$ cat src/rtl/bcd_banner_tx_pkg.sv
// Shared constants for the banner transmit path: ASCII codes used when
// rendering BCD digits and the FSM state encodings. The ASCII constants are
// also used by signal_decoder.
package bcd_banner_tx_pkg;

   // ASCII codes
   localparam logic [7:0] ASCII_ZERO  = 8'h30;
   localparam logic [7:0] ASCII_CR    = 8'h0D;
   localparam logic [7:0] ASCII_LF    = 8'h0A;
   localparam logic [7:0] ASCII_QMARK = 8'h3F;

   // FSM state encodings
   localparam int unsigned STATE_W = 3;
   localparam logic [STATE_W-1:0] ST_IDLE    = 3'd0;
   localparam logic [STATE_W-1:0] ST_SEND    = 3'd1;
   localparam logic [STATE_W-1:0] ST_TERM_CR = 3'd2;
   localparam logic [STATE_W-1:0] ST_TERM_LF = 3'd3;
   localparam logic [STATE_W-1:0] ST_DONE    = 3'd4;

   // Render one BCD nibble as ASCII; values above 9 become bad_char.
   function automatic logic [7:0] bcd_to_ascii(input logic [3:0] nibble,
                                               input logic [7:0] bad_char);
      if (nibble > 4'd9) begin
         return bad_char;
      end
      return ASCII_ZERO + {4'b0000, nibble};
   endfunction

endpackage

$ cat src/rtl/bcd_banner_tx_bcd2ascii.sv
// Combinational BCD nibble to ASCII character converter.
module bcd2ascii
   import bcd_banner_tx_pkg::*;
#(
   parameter logic [7:0] BAD_CHAR = ASCII_QMARK
) (
   input  logic [3:0] bcd,
   output logic [7:0] ascii
);

   // Digits 0-9 map to '0'-'9'; anything else to BAD_CHAR
   always_comb begin
      ascii = bcd_to_ascii(bcd, BAD_CHAR);
   end

endmodule

$ cat src/rtl/bcd_banner_tx.sv
// Banner transmitter: snapshots the displayed BCD digit set on start and
// writes it, most significant digit first, as ASCII into the UART TX FIFO.
// Optional macro BCD_BANNER_TX_CRLF_EN appends CR LF to each frame.
module bcd_banner_tx
   import bcd_banner_tx_pkg::*;
#(
   parameter int unsigned DIGITS   = 6,
   parameter logic [7:0]  BAD_CHAR = 8'h3F
) (
   input  logic                  clk,
   input  logic                  reset,
   input  logic                  start,
   input  logic [4*DIGITS-1:0]   data_in,
   input  logic                  tx_full,
   output logic [7:0]            data_out,
   output logic                  wr_data,
   output logic                  busy,
   output logic                  done_tick
);

   localparam int unsigned IDX_W = (DIGITS > 1) ? $clog2(DIGITS) : 1;
   localparam logic [IDX_W-1:0] IDX_TOP = IDX_W'(DIGITS - 1);

   logic [STATE_W-1:0]   state_q, state_d;
   logic [4*DIGITS-1:0]  snap_q, snap_d;
   logic [IDX_W-1:0]     idx_q, idx_d;
   logic [7:0]           last_q, last_d;

   logic [3:0]           digit;
   logic [7:0]           digit_char;
   logic                 wr;
   logic [7:0]           char;

   // Select the snapshot digit addressed by the current index
   always_comb begin
      digit = '0;
      for (int unsigned k = 0; k < DIGITS; k++) begin
         if (idx_q == IDX_W'(k)) begin
            digit = snap_q[4*k +: 4];
         end
      end
   end

   bcd2ascii #(
      .BAD_CHAR (BAD_CHAR)
   ) u_bcd2ascii (
      .bcd   (digit),
      .ascii (digit_char)
   );

   // Next-state, snapshot, index and write-strobe logic
   always_comb begin
      state_d = state_q;
      snap_d  = snap_q;
      idx_d   = idx_q;
      last_d  = last_q;
      wr      = 1'b0;
      char    = last_q;
      case (state_q)
         ST_IDLE: begin
            if (start) begin
               snap_d  = data_in;
               idx_d   = IDX_TOP;
               state_d = ST_SEND;
            end
         end
         ST_SEND: begin
            if (!tx_full) begin
               wr     = 1'b1;
               char   = digit_char;
               last_d = digit_char;
               if (idx_q == '0) begin
`ifdef BCD_BANNER_TX_CRLF_EN
                  state_d = ST_TERM_CR;
`else
                  state_d = ST_DONE;
`endif
               end else begin
                  idx_d = idx_q - IDX_W'(1);
               end
            end
         end
`ifdef BCD_BANNER_TX_CRLF_EN
         ST_TERM_CR: begin
            if (!tx_full) begin
               wr      = 1'b1;
               char    = ASCII_CR;
               last_d  = ASCII_CR;
               state_d = ST_TERM_LF;
            end
         end
         ST_TERM_LF: begin
            if (!tx_full) begin
               wr      = 1'b1;
               char    = ASCII_LF;
               last_d  = ASCII_LF;
               state_d = ST_DONE;
            end
         end
`endif
         ST_DONE: begin
            state_d = ST_IDLE;
         end
         default: begin
            state_d = ST_IDLE;
         end
      endcase
   end

   // State registers with asynchronous active-low reset
   always_ff @(posedge clk or negedge reset) begin
      if (!reset) begin
         state_q <= ST_IDLE;
         snap_q  <= '0;
         idx_q   <= '0;
         last_q  <= '0;
      end else begin
         state_q <= state_d;
         snap_q  <= snap_d;
         idx_q   <= idx_d;
         last_q  <= last_d;
      end
   end

   // The strobe is combinational on tx_full so a write lands in the first
   // free cycle; data_out shows the registered last character otherwise.
   assign wr_data   = wr;
   assign data_out  = char;
   assign busy      = (state_q != ST_IDLE) && (state_q != ST_DONE);
   assign done_tick = (state_q == ST_DONE);

endmodule

$ cat config.mk
export PLATFORM = sky130hd
export DESIGN_NAME = bcd_banner_tx
export DESIGN_NICKNAME = d
export VERILOG_FILES = /design/src/rtl/bcd_banner_tx_pkg.sv /design/src/rtl/bcd_banner_tx_bcd2ascii.sv /design/src/rtl/bcd_banner_tx.sv
export SDC_FILE = /design/constraint.sdc
export NUM_CORES = 1
export LEC_CHECK = 0
export ABC_AREA = 1
export BUFFER_PORTS_ARGS = -buffer_cell sky130_fd_sc_hd__buf_2
export CAP_MARGIN = 25
export CORE_UTILIZATION = 30
export DETAILED_ROUTE_END_ITERATION = 16
export SYNTH_ARGS = -nofsm -noshare
export SYNTH_HDL_FRONTEND = slang
export SYNTH_SLANG_ARGS = --single-unit
$ cat constraint.sdc
create_clock -name clk -period 2.6 [get_ports clk]
set_clock_uncertainty 0.1 [all_clocks]
set_input_delay 0.39 -clock clk [delete_from_list [all_inputs] [get_ports clk]]
set_output_delay 0.39 -clock clk [all_outputs]
set_load 0.1 [all_outputs]
==> impl_metrics.yaml, run 1 <==
drt:
  vias_per_cell: 4.49
  routed_wl_mm: 3.82
  drt_iter0_drc: 20
  drc: 0
  wl_per_cell_um: 12.4
  vias: 1386
  first_pass_iters: 4
  antenna_left: 0
synthesis:
  syn_nets: 215
  synth_area_per_cell_sq_um: 10.3
  synth_simple_gate_area_share: 0.203
  synth-seq-area-share: 0.495
  synth_mux_area_frac: 0.138
  ys_types: 28
  syn_area_sq_mm: 0.00187
  synth_top_family_by_area: "simple AND/OR/NAND/NOR gates"
  synthAdderAreaFrac: 0.0334
  yosysWarnings: 0
  synth-compound-area-share: 0.0542
  syn_inst: 182
  synth_seq_cells: 37
  synth_xor_area_frac: 0
finish:
  area_growth_syn_to_layout_pct: 30.9
  final_layout_size_suffix_gt1_frac: 0.547
  n_antenna_cell: 0
  multi_input_area_sq_um: 900
  post-route-cell-area_sq_mm: 0.00245
  n_fill_cell: 616
  finalNetCount: 267
  fin_cells: 309
  seqCellArea_sq_um: 928
cts:
  worstSkewPairLatency_ns: 0.29
  root_buffer: "clkbuf_8"
  cts_max_level: 2
  cts_tree: "done"
  cts.sinks: 37
  ctsHoldBuffers: 0
  clock_path_buffers: 2
  cts_made_buffers: 5
  cts.reportedPaths.clkPinSlew_ns: 0.07
timing:
  finalHoldViolations: 0
  period_share: 0.998
  rsz0062_at_grt: "true"
  worstMarginPinSlew_ns: 0.827
  period_minus_slack_ns: 2.59
  setup_viol: 0
  fmax_ghz: 0.385
  max_slew_margin: 0.449
  whs_ns: 0.0949
  slew_viol_final: 0
  final.setup.worst_slack_ns: 0.00512
placement:
  post-place-ws_ns: 0.165
  io_buffers: 38
  dp.cells: 293
  hpwl_mm: 2.71
  place_area_sq_mm: 0.00219
  gp_congestion: 0.795
floorplan:
  die_w_um: 81.0
  ios: 39
  initial_utilization: 0.314
  fp-row-count: 28
  die_area_sq_mm: 0.00655
  die_h_um: 81.0
  core-area_sq_mm: 0.00596
power_and_ir_drop:
  power_mw: 3.48
  p_leak_nw: 1.18
  p_switching_mw: 1.60
  p_sw_frac: 0.461
  p_per_area_mw_per_mm2: 1420
  p_int_mw: 1.87
  clkPwrFrac: 0.117
  p_seq_frac: 0.293
  p_comb_frac: 0.590
  vdd_drop_max_v: 0.00154
worst_setup_path:
  cp.required_ns: 2.11
  path_max_fanout: 4
  crit_type: "reg -> out"
  cp-start-kind: "register"
  endpoint_kind: "primary output"
  cp_data_arrival_time_ns: 2.10
global_route:
  grt_first_pass_wirelength_mm: 6.31
  grt_pass1_vias: 1292
  groute.usage.overall: 0.132
  grt_overflow: 0
  grt_antenna_before_repair: 0
  grt_max_degree: 38
status:
  status: "complete, no violations"
flow_run:
  maxCapViolCount: 0
hold_path:
  min_path_type: "in -> async"
==> Yosys cell counts (all sizes together) <==
cell type | n | area share
buf | 4 | 0.021
nor2 | 9 | 0.033
or2 | 9 | 0.030
dfrtp | 37 | 0.49
a21oi | 8 | 0.027
mux2 | 23 | 0.14
clkinv | 2 | 0.0074
ha | 5 | 0.033
o22ai | 2 | 0.0067
nand2 | 38 | 0.091
inv | 23 | 0.047
a21boi | 1 | 0.0040
nand3 | 12 | 0.037
nand3b | 2 | 0.0080
nand4 | 1 | 0.0033
o21ai | 6 | 0.016
==> power groups by stage <==
stage                     logic, mW  registers [mW]  clock network [mW]
after global placement         1.75            1.00                   0
after CTS                      1.97            1.01               0.416
after detailed placement       1.78            1.01                   0
after floorplan                1.40           0.929                   0
final                          2.05            1.02               0.408
after global routing           2.21            1.05               0.453
==> timing repair <==
| item | in CTS | in global routing |
|---|---|---|
| gates resized for setup | 19 | 9 |
| pin swaps | 4 | 10 |
| cloned | 0 | 0 |
| buffers inserted | 4 | 5 |
| setup endpoints to repair | 3 | 4 |
==> worst paths after layout <==
check / startpoint / endpoint / slack (ns) / depth (start not counted)
min in group clk: data_in[21] / snap_q[21] / 0.22 / 2
hold / removal: reset / snap_q[23] / 0.09 / 1
setup / recovery: idx_q[0] / data_out[1] / 0.005 / 15
hold reg to reg: last_q[5] / last_q[5] / 0.35 / 1
max in group asynchronous: reset / idx_q[0] / 1.74 / 1
setup reg to reg: idx_q[0] / last_q[2] / 0.68 / 12
==> layout by cell type (no fill, tap or decap), drive strengths merged <==
| master | instances |
|---|---|
| ha | 5 |
| o21ai | 6 |
| clkbuf | 7 |
| nand4 | 1 |
| a21oi | 8 |
| buf | 49 |
| mux2 | 23 |
| inv | 23 |
| clkinv | 2 |
| nand2 | 38 |
| o22ai | 2 |
| dfrtp | 37 |
| or2 | 9 |
| nand3b | 2 |
| nor2 | 9 |
| a21boi | 1 |
| nand3 | 12 |
==> critical path: stages (launching register included) <==
cell	delay [ns]
dfrtp_2	0.47
inv_4	0.09
ha_4	0.14
inv_4	0.04
nor2_4	0.14
nand2_2	0.06
nand2_2	0.06
nand2_2	0.04
nand2_1	0.05
nand2_1	0.06
nand2_2	0.06
nand2_2	0.05
nand2_2	0.08
nand2_4	0.08
a21oi_4	0.19
buf_12	0.19
==> area by class of cell <==
| class | instances | area share |
|---|---|---|
| flip-flops and latches | 37 | 0.379 |
| multi-input cells | 116 | 0.367 |
| repair buffers | 49 | 0.136 |
| inverters | 25 | 0.0439 |
| well taps | 75 | 0.0383 |
| clock buffers | 7 | 0.0353 |
==> sequential cells by signal (all words and copies together), names as in the netlist <==
| signal | flops |
|---|---|
| snap_q | 24 |
| last_q | 8 |
| idx_q | 3 |
| state_q | 2 |
==> stage by stage <==
step                TNS [ns]   util
floorplan             -0.655      -
global placement           0  0.368
detailed placement         0  0.368
CTS                        0  0.400
global route          -0.387  0.411
finish                     0  0.411
==> metal layers <==
layer,global-route usage,wire [um],part of all wire
met1,0.178,1870,0.49
met2,0.187,1690,0.44
met3,0.0427,186,0.049
met4,0.0643,74,0.019
met5,0,0,0
==> logic make-up (layout without fill, tap and decap cells) <==
group | Yosys count | after routing
AO/OA/AOI/OAI | 17 | 17
AND/OR/NAND/NOR | 71 | 71
flip-flops | 37 | 37
adder cells (fa/ha/maj) | 5 | 5
multiplexers | 23 | 23
buffers and inverters | 29 | 81
(Power assumes the default switching activity.)
==> run 2: changes to the inputs <==
==> constraint.sdc (replaced) <==
create_clock -name clk -period 3.15 [get_ports clk]
set_clock_uncertainty 0.1 [all_clocks]
set_input_delay 0.4725 -clock clk [delete_from_list [all_inputs] [get_ports clk]]
set_output_delay 0.4725 -clock clk [all_outputs]
set_load 0.1 [all_outputs]
==> run 2 against run 1 <==
Net effect:
- sequential power decreased by 20%
- wire length decreased by 6.3%
- clock-buffer cell count is 1 lower
- clock power fell by 23%
- non-clock buffer count shrank 11
- total power decreased by 30%
- critical path depth shrank 2
- hold slack improved by 0.082 ns
- highest routed layer unchanged
- register-to-register slack gained 0.52 ns
- sequential share of layout area is 3.9 points higher
==> impl_metrics.yaml, run 2 (synthesized netlist as in run 1, its figures left out) <==
placement:
  gp_congestion: 0.771
  io_buffers: 38
  hpwl_mm: 2.66
  post-place-ws_ns: 0.336
finish:
  largest_reg_flops: 24
  largest_registers: "snap_q x24, last_q x8, idx_q x3"
  finalNetCount: 256
  area_growth_syn_to_layout_pct: 18.3
  regMostFlops: "snap_q"
  multi_input_area_sq_um: 810
  final_cell_mix: "dfrtp_1 (37), buf_2 (35), nand2_1 (31)"
  seqCellArea_sq_um: 926
  layout_commonest_cell: "dfrtp_1"
  final_layout_size_suffix_gt1_frac: 0.451
  n_antenna_cell: 0
  n_fill_cell: 620
drt:
  antenna_left: 0
  vias: 1310
  vias_per_cell: 4.38
  wl_per_cell_um: 12.0
  first_pass_iters: 4
  drt_iter0_drc: 47
  drc: 0
  routed_wl_mm: 3.58
worst_setup_path:
  path_max_fanout: 6
  r2r_setup_slack_ns: 1.20
  endpoint_kind: "primary output"
  crit_buf_inv: 4
  cp-start-kind: "register"
  cp.required_ns: 2.58
  cp_data_arrival_time_ns: 2.34
  path_cells: "inv_1 -> ha_2 -> inv_2 -> nor2_2 -> nand3_1 -> nand3_1 -> nand2_1 -> nand3b_1 -> nand2_1 -> inv_1 -> nand2_2 -> a21oi_2 -> buf_4"
  max_stage_delay_ns: 0.43
  critical_path.slowest_cell: "dfrtp_1"
  crit_type: "reg -> out"
  cp_top_family: "simple AND/OR/NAND/NOR gates"
global_route:
  grt_pass1_vias: 1330
  grt_max_degree: 38
  grt_overflow: 0
  grt_antenna_before_repair: 0
  groute.usage.overall: 0.122
  grt_first_pass_wirelength_mm: 5.92
timing:
  worstMarginPinSlew_ns: 0.812
  fmax_ghz: 0.343
  final.setup.worst_slack_ns: 0.235
  period_share: 0.925
  setup_viol: 0
  rsz0062_at_grt: "false"
  slew_viol_final: 0
  finalHoldViolations: 0
  tns_ns: 0
  period_minus_slack_ns: 2.91
  whs_ns: 0.177
  max_slew_margin: 0.459
status:
  status: "complete, no violations"
floorplan:
  die_area_sq_mm: 0.00655
  fp-row-count: 28
  core-area_sq_mm: 0.00596
  ios: 39
  initial_utilization: 0.314
  die_h_um: 81.0
  die_w_um: 81.0
cts:
  postCtsSetupRepairBufs: 0
  cts.reportedPaths.clkPinSlew_ns: 0.07
  worstSkewPairLatency_ns: 0.29
  cts.sinks: 37
  root_buffer: "clkbuf_8"
  clock_path_buffers: 2
  cts_tree: "done"
  cts_made_buffers: 5
  cts_max_level: 2
power_and_ir_drop:
  vdd_drop_max_v: 0.000684
  power_mw: 2.45
  p_per_area_mw_per_mm2: 1110
  p_leak_nw: 1.09
hold_path:
  min_path_type: "in -> async"
flow_run:
  maxCapViolCount: 0
==> run 2: final timing paths <==
path | cells past startpoint | to | from
max | 13 | data_out[0] | idx_q[0]
min | 1 | last_q[4] | reset
max reg2reg | 8 | idx_q[2] | state_q[0]
min reg2reg | 1 | last_q[5] | last_q[5]
max in group asynchronous | 1 | snap_q[9] | reset
min in group clk | 2 | snap_q[13] | data_in[13]
==> run 2: power breakdown <==
group	internal [mW]	switching, mW	leakage (nW)
Sequential	0.685	0.137	0.433
Clock	0.153	0.163	0.0450
Combinational	0.442	0.872	0.617
Total	1.28	1.17	1.09
==> run 2: layout make-up <==
type	count	share of cell area
multi-input cells	116	0.366
well taps	75	0.0424
clock inverters	2	0.00452
flip-flops and latches	37	0.419
clock buffers	6	0.0328
repair buffers	38	0.0894
inverters	25	0.0464
==> run 2: stage by stage <==
stage | cells | util | area (sq um)
detailed placement | 291 | 0.356 | 2120
CTS | 299 | 0.370 | 2200
floorplan | 182 | - | 1870
global route | 299 | 0.371 | 2210
finish | 299 | 0.371 | 2210
global placement | 291 | 0.356 | 2120
==> run 2: layer usage <==
metal  global-route usage  routed length (um)
met1                0.161                1770
met2                0.185                1590
met3               0.0416                 202
met4               0.0446                  19
met5                    0                   0
==> run 2: repair_timing <==
item                       in CTS  in global routing
setup endpoints to repair       0                  4
hold buffers                    0                  0
gates resized for setup         0                  7
